==> config.mk <==
export PLATFORM = sky130hd
export DESIGN_NAME = seq_detector_n_flat
export DESIGN_NICKNAME = d
export VERILOG_FILES = /design/src/rtl/seq_detector_n_if.sv /design/src/rtl/seq_detector_n.sv /design/src/flat_wrapper.sv
export SDC_FILE = /design/constraint.sdc
export NUM_CORES = 1
export LEC_CHECK = 0
export ABC_AREA = 0
export BUFFER_PORTS_ARGS = -buffer_cell sky130_fd_sc_hd__buf_2
export CAP_MARGIN = 10
export CORE_MARGIN = 2
export CORE_UTILIZATION = 47
export DETAILED_ROUTE_END_ITERATION = 8
export HOLD_SLACK_MARGIN = 0.05
export PLACE_DENSITY_LB_ADDON = 0.08
export REMOVE_ABC_BUFFERS = 1
export SYNTH_ARGS = -nofsm -noshare
export SYNTH_HDL_FRONTEND = slang
export SYNTH_SLANG_ARGS = --single-unit
==> constraint.sdc <==
create_clock -name clk -period 2.32 [get_ports clk]
set_input_delay 0.116 -clock clk [delete_from_list [all_inputs] [get_ports clk]]
set_output_delay 0.116 -clock clk [all_outputs]
set_load 0.05 [all_outputs]
==> src/rtl/seq_detector_n_if.sv <==
// Serial-lane bundle for seq_detector_n: sample qualifier, data bit, mode, match outputs.
// Latency: none (wires only).
// Backpressure: none; the detector consumes a bit on every edge where en=1.
//
// Signals: en/D/ovl (to detector), out/match_cnt (from detector),
//          pat_we/pat_in (to detector, only when SEQDET_PROG_EN is defined).
interface seq_detector_n_if #(
   parameter int N     = 6,
   parameter int CNT_W = 8
);
   logic             en;
   logic             D;
   logic             ovl;
   logic             out;
   logic [CNT_W-1:0] match_cnt;
`ifdef SEQDET_PROG_EN
   logic             pat_we;
   logic [N-1:0]     pat_in;
`endif

   // Source side of the serial lane (bit-sync logic / bench).
   modport master (
      output en, D, ovl,
`ifdef SEQDET_PROG_EN
      output pat_we, pat_in,
`endif
      input  out, match_cnt
   );

   // Detector side.
   modport slave (
      input  en, D, ovl,
`ifdef SEQDET_PROG_EN
      input  pat_we, pat_in,
`endif
      output out, match_cnt
   );
endinterface

==> src/rtl/seq_detector_n.sv <==
// Parametrised Moore detector of an N-bit serial pattern with a saturating match counter.
// Latency: out is high the cycle after the edge that samples the last pattern bit.
// Backpressure: none; bits are taken only on edges with en=1, en=0 simply holds state.
//
// Ports: clk, rst (synchronous, active-high), bus (seq_detector_n_if.slave):
//    en, D, ovl in; out, match_cnt out; pat_we, pat_in in when SEQDET_PROG_EN is defined.
// Optional feature macro: SEQDET_PROG_EN (runtime-writable pattern). Without it the
// pattern is the constant PATTERN.
module seq_detector_n #(
   parameter int           N       = 6,
   parameter logic [N-1:0] PATTERN = 6'b100110,
   parameter int           CNT_W   = 8
) (
   input logic           clk,
   input logic           rst,
   seq_detector_n_if.slave bus
);

   localparam int              FILL_W    = $clog2(N + 1);
   localparam logic [FILL_W-1:0] FILL_FULL = FILL_W'(N);

   logic [N-1:0]      hist_q, hist_d;
   logic [FILL_W-1:0] fill_q, fill_d;
   logic              out_q,  out_d;
   logic [CNT_W-1:0]  cnt_q,  cnt_d;
   logic [N-1:0]      pat_act;

   logic [N-1:0]      nh;
   logic [FILL_W-1:0] nf;
   logic              match_hit;

`ifdef SEQDET_PROG_EN
   logic [N-1:0]      pat_q, pat_d;
   assign pat_act = pat_q;
`else
   assign pat_act = PATTERN;
`endif

   // Candidate next history/fill if this edge is a qualified sample.
   always_comb begin
      nh        = {hist_q[N-2:0], bus.D};
      nf        = (fill_q == FILL_FULL) ? FILL_FULL : fill_q + FILL_W'(1);
      match_hit = (nf == FILL_FULL) && (nh == pat_act);
   end

   always_comb begin
      hist_d = hist_q;
      fill_d = fill_q;
      out_d  = 1'b0;
      cnt_d  = cnt_q;
`ifdef SEQDET_PROG_EN
      pat_d  = pat_q;
      if (bus.pat_we) begin
         // A new pattern restarts detection; any coincident sample is dropped.
         pat_d  = bus.pat_in;
         fill_d = '0;
      end else
`endif
      if (bus.en) begin
         hist_d = nh;
         if (match_hit) begin
            out_d = 1'b1;
            if (!(&cnt_q)) begin
               cnt_d = cnt_q + CNT_W'(1);
            end
            // Non-overlapping mode forgets the matched bits so the next match
            // needs N fresh samples.
            fill_d = bus.ovl ? nf : '0;
         end else begin
            fill_d = nf;
         end
      end
   end

   always_ff @(posedge clk) begin
      if (rst) begin
         hist_q <= '0;
         fill_q <= '0;
         out_q  <= 1'b0;
         cnt_q  <= '0;
`ifdef SEQDET_PROG_EN
         pat_q  <= PATTERN;
`endif
      end else begin
         hist_q <= hist_d;
         fill_q <= fill_d;
         out_q  <= out_d;
         cnt_q  <= cnt_d;
`ifdef SEQDET_PROG_EN
         pat_q  <= pat_d;
`endif
      end
   end

   assign bus.out       = out_q;
   assign bus.match_cnt = cnt_q;

endmodule

==> src/flat_wrapper.sv <==
// flat-port wrapper written by rule: the top's interface ports become plain ports
module seq_detector_n_flat 
#(
   parameter int           N       = 6,
   parameter logic [N-1:0] PATTERN = 6'b100110,
   parameter int           CNT_W   = 8
)
  (clk, rst, bus_en, bus_D, bus_ovl, bus_out, bus_match_cnt);
  seq_detector_n_if #(.N(N), .CNT_W(CNT_W)) bus_i ();
  input logic clk;
  input logic rst;
  input wire logic [$bits(bus_i.en)-1:0] bus_en;
  input wire logic [$bits(bus_i.D)-1:0] bus_D;
  input wire logic [$bits(bus_i.ovl)-1:0] bus_ovl;
  output wire logic [$bits(bus_i.out)-1:0] bus_out;
  output wire logic [$bits(bus_i.match_cnt)-1:0] bus_match_cnt;
  assign bus_i.en = bus_en;
  assign bus_i.D = bus_D;
  assign bus_i.ovl = bus_ovl;
  assign bus_out = bus_i.out;
  assign bus_match_cnt = bus_i.match_cnt;
  seq_detector_n #(.N(N), .PATTERN(PATTERN), .CNT_W(CNT_W)) u_core (.clk(clk), .rst(rst), .bus(bus_i));
endmodule
After elaboration in Yosys (flattened, before gate mapping). Index checks and enable logic that the tools add are counted.

Register bits: 17. Latch bits: 0. Bits in writable memories: 0. Bits in read-only memories: 0. Input port bits: 5. Output and inout bits: 9. Logic and storage cells: 19. Memories: 0.

$add $sub $neg: 2. Multipliers: 0. Divide/modulo/power cells: 0. $lt $le $gt $ge: 0. Equal/unequal tests: 3. Shift operators: 0. Mux-type cells: 4. Bitwise logic cells: 2. Reduce and logical (&&, ||, !) cells: 4.

Operators by type and width (number): 3-bit 2-to-1 mux (3); 8-bit by 1-bit adder with 8-bit output, second input constant (1); 8-bit AND reduction (1); 3-bit equality test, second input constant (2); 6-bit equality test, second input constant (1); 3-bit by 1-bit adder with 3-bit output, second input constant (1); 3-bit AND reduction (1); 1-bit inverter (2); 2-bit OR reduction (1); 1-bit logical AND (1); 1-bit 2-to-1 mux (1).

Logic depth before layout (Yosys ltp).
Word-level depth: 5. Gate-level depth with buffers: 7. Depth with buffers taken out: 7.

Worst setup path before layout. OpenSTA, ideal clock, no wires.

Path type: register to register. Start: register u_core.fill_q[0]. End: register u_core.cnt_q[5], in the netlist u_core.bus.match_cnt[5]. Setup time: 0.128 ns. Data arrival time: 2.171 ns. Required time: 2.192 ns. Path slack: 0.022 ns. Stages on the path, launching flop included: 8. Path buffers: 0. Clock period less this slack: 2.298 ns. Path through: dfxtp_1 > inv_1 > ha_1 > or4b_4 > or4_4 > nor4_1 > xnor2_1 > nor2_1.

Cells in the longest elaborated chain, start to end: 5. Elaborated cells between the ends (all ways): 6. Those cells by class: add/sub (1); eq/ne (2); mux (1); reduce/logical (2).

Ends and longest elaborated chain: from (decl) (RTL line seq_detector_n.sv:23) `logic [FILL_W-1:0] fill_q, fill_d;`; from (signal assigned) (RTL line seq_detector_n.sv:86) `fill_q <= fill_d;`; 3-bit by 1-bit adder with 3-bit output / 3-bit equality test (equally long branches) (RTL line seq_detector_n.sv:42) `nf = (fill_q == FILL_FULL) ? FILL_FULL : fill_q + FILL_W'(1);`; 3-bit 2-to-1 mux (*) (RTL line seq_detector_n.sv:42); 3-bit equality test (*) (RTL line seq_detector_n.sv:43) `match_hit = (nf == FILL_FULL) && (nh == pat_act);`; 1-bit logical AND (*) (RTL line seq_detector_n.sv:43); 3-bit AND reduction (no line) (*); to (signal assigned) (RTL line seq_detector_n.sv:88) `cnt_q <= cnt_d;`; to (decl) (RTL line seq_detector_n.sv:25) `logic [CNT_W-1:0] cnt_q, cnt_d;`.

Mark *: on every way between the ends. The rest lies on a longest branch, timed or not. A chain may end at the register's enable or synchronous reset.

Worst setup path in the final report.
Start: register u_core.fill_q[0]. End: register u_core.cnt_q[6], in the netlist u_core.bus.match_cnt[6].

Same word-level chain as after synthesis.

==> results.toml <==
[route]
first_pass_iters = 5
drc_errors = 0
vias_per_cell = 5.68
num_vias = 682
ant_nets = 0
totalWireLength_mm = 1.46
drtIter0Drc = 9
wl_per_cell_um = 12.2

[die]
io_pins = 14
row_count = 14
die_x_um = 45.1
die_y_um = 45.1
fp.dieArea_mm2 = 0.00203
core_mm2 = 0.00154
start_util = 0.515

[worst_hold_path]
hold_path.startpoint = "bus_D"
hp-class = "input pin to flop"

[power]
switching_share = 0.230
p_per_area_mw_per_mm2 = 498
p_leak_nw = 0.401
p_clk_frac = 0.317
ir_drop_mv = 0.353
p_sw_mw = 0.113
internal-power_mw = 0.380
power_mw = 0.493
pwr-share-seq = 0.609
pwr-share-comb = 0.074

[yosys]
synth_compound_area_frac = 0.0647
post_synth_xor_area_fraction = 0.0552
synth-simple-area-share = 0.297
synth_area_per_cell_um2 = 9.22
synthDistinctLibCells = 30
synth_seq_cells = 17
synthAdderAreaFrac = 0.0473
synthFlopType = "dfxtp_1"
ys_warn_count = 0
yosys-mux-area-fraction = 0.0883
mappedNetlistArea_um2 = 793
synthArstFlopShare = 0
synth-seq-area-share = 0.429
synth_cells = 86
synth-edff-count = 0
synth_top_family_by_area = "simple AND/OR/NAND/NOR gates"

[global_route]
antenna_found_initial = 0
grt_pass1_vias = 594
grt_start_max_net_pins = 18
grt_pass1_wl_mm = 2.52
grtUsageTotal = 0.172
grt_remaining_overflow = 0

[setup_path]
critical-path-slowest-cell = "or4_4"
path_max_fanout = 3
worst_r2r_path_depth = 8
timing.rr.start = "u_core.fill_q[0]"
cp-end-kind = "flop"
rr_endpoint = "u_core.bus.match_cnt[6]"
required_ns = 2.55
max_stage_delay_ns = 0.50
rrSetupSlack_ns = 0.09
worst-path-buf-inv = 2
cp.depth = 8
critical-path-top-delay-family = "simple AND/OR/NAND/NOR gates"
path_class = "flop to flop"
cp-start-kind = "flop"
crit_path_cell_trace = "inv_1, ha_1, or4b_4, buf_4, nor3_4, nand3_2, or4_4, a21oi_2"
critPathCapture = "u_core.bus.match_cnt[6]"
crit_start = "u_core.fill_q[0]"
arrival_ns = 2.46

[final_layout]
nets = 113
antenna_cells = 0
finalCoreUtilization = 0.643
area_growth_pct = 24.9
instances_no_fill = 120
layout_common_cells = "dfxtp_1 (16), nor2_1 (13), buf_2 (13)"
layout_commonest_cell = "dfxtp_1"
drive_gt1_frac = 0.317
postLayoutCellArea_um2 = 991
fillCellCount = 138

[sta]
rsz0062_at_grt = "false"
finalHoldWorstSlack_ns = 0.0781
fin_crit_ns = 2.23
tightest_slew_ns = 0.416
finalClockSkew_ns = 0.00473
hold_viol = 0
fin_setup_tns_ns = 0
min_period_over_period = 0.960
setup_viol = 0
slew_viol_final = 0
fin_ws_ns = 0.0939
slew_headroom = 0.723
max_freq_mhz = 449

[place]
dp_slack_ns = -0.0113
hpwl_mm = 1.04
postPlaceCellArea_um2 = 897
dp.cells = 116
portBuffers = 13
place.gp.congestion = 0.824

[clock_network]
cts_buffers = 3
clock_path_buffers = 2
holdBufCountCts = 0
clk_latency_ns = 0.29
cts_setup_buffers = 0
clk_pin_slew_ns = 0.09
cts_max_level = 1
clock-sinks = 17
cts_tree = "yes"
clockRootBuffer = "clkbuf_4"

[job]
maxCapViolCount = 0

[outcome]
status = "finished, final reports clean"
-- cell usage after synthesis, drive strengths merged (3+ instances only) --
cell,number,share of area
nor2,13,0.062
nand3,4,0.025
clkbuf,3,0.014
dfxtp,17,0.43
nor3,3,0.019
mux2i,7,0.088
nand4,3,0.024
ha,3,0.047
a21oi,5,0.032
xnor2,3,0.033
-- power by group through the flow --
stage	logic [mW]	registers, mW	clock network, mW
after global routing	0.0416	0.302	0.176
after CTS	0.0346	0.300	0.162
after detailed placement	0.0337	0.307	0
after global placement	0.0331	0.307	0
after floorplan	0.0171	0.307	0
final	0.0367	0.300	0.156
-- worst min path at each step --
stage	end	slack, ns	cells after the start
floorplan	u_core.bus.match_cnt[4]	0.19	1
global placement	u_core.hist_q[0]	0.37	3
detailed placement	u_core.hist_q[0]	0.39	3
CTS	u_core.hist_q[0]	0.08	3
global route	u_core.hist_q[0]	0.11	3
finish	u_core.hist_q[0]	0.08	3
-- worst reg2reg max path: cells and delay by family (launching register included) --
family                   cells  cell delay, ns
AO/OA/AOI/OAI                1            0.13
buffers and inverters        2            0.20
adder cells (fa/ha/maj)      1            0.28
flip-flops                   1            0.33
AND/OR/NAND/NOR              4            1.23
-- cells by family after synthesis --
family                     Yosys count
buffers and inverters                4
DFF                                 17
muxes                                7
adders and majority gates            3
xor gates and xnor gates             5
AOI/OAI and AO/OA                    9
and+or+nand+nor                     41
-- registers in the layout, indices dropped and copies added, names as in the netlist --
signal,count
u_core.bus.out,1
u_core.fill_q,3
u_core.hist_q,5
u_core.bus.match_cnt,8
-- cell type report --
cell class                 instances  area, um2  area share
multi-input combinational         65        504       0.509
sequential                        17        342       0.345
timing repair buffer              17       95.1      0.0960
clock buffer                       4       26.3      0.0265
tap                               16       20.0      0.0202
inverter                           1       3.75     0.00379
-- metal layers --
layer  vias to the layer above  wire (um)  track usage
met1                       315        684        0.224
li1                        348          -            -
met3                         4         65       0.0400
met5                         -          0            0
met4                         0         22        0.106
met2                        15        685        0.257
-- what timing repair did --
action / in CTS / in global routing
resized for setup: 2 / 10
pin swaps: 0 / 4
endpoints found under the setup margin: 2 / 8
No activity file was read; power rests on OpenSTA's default activity.
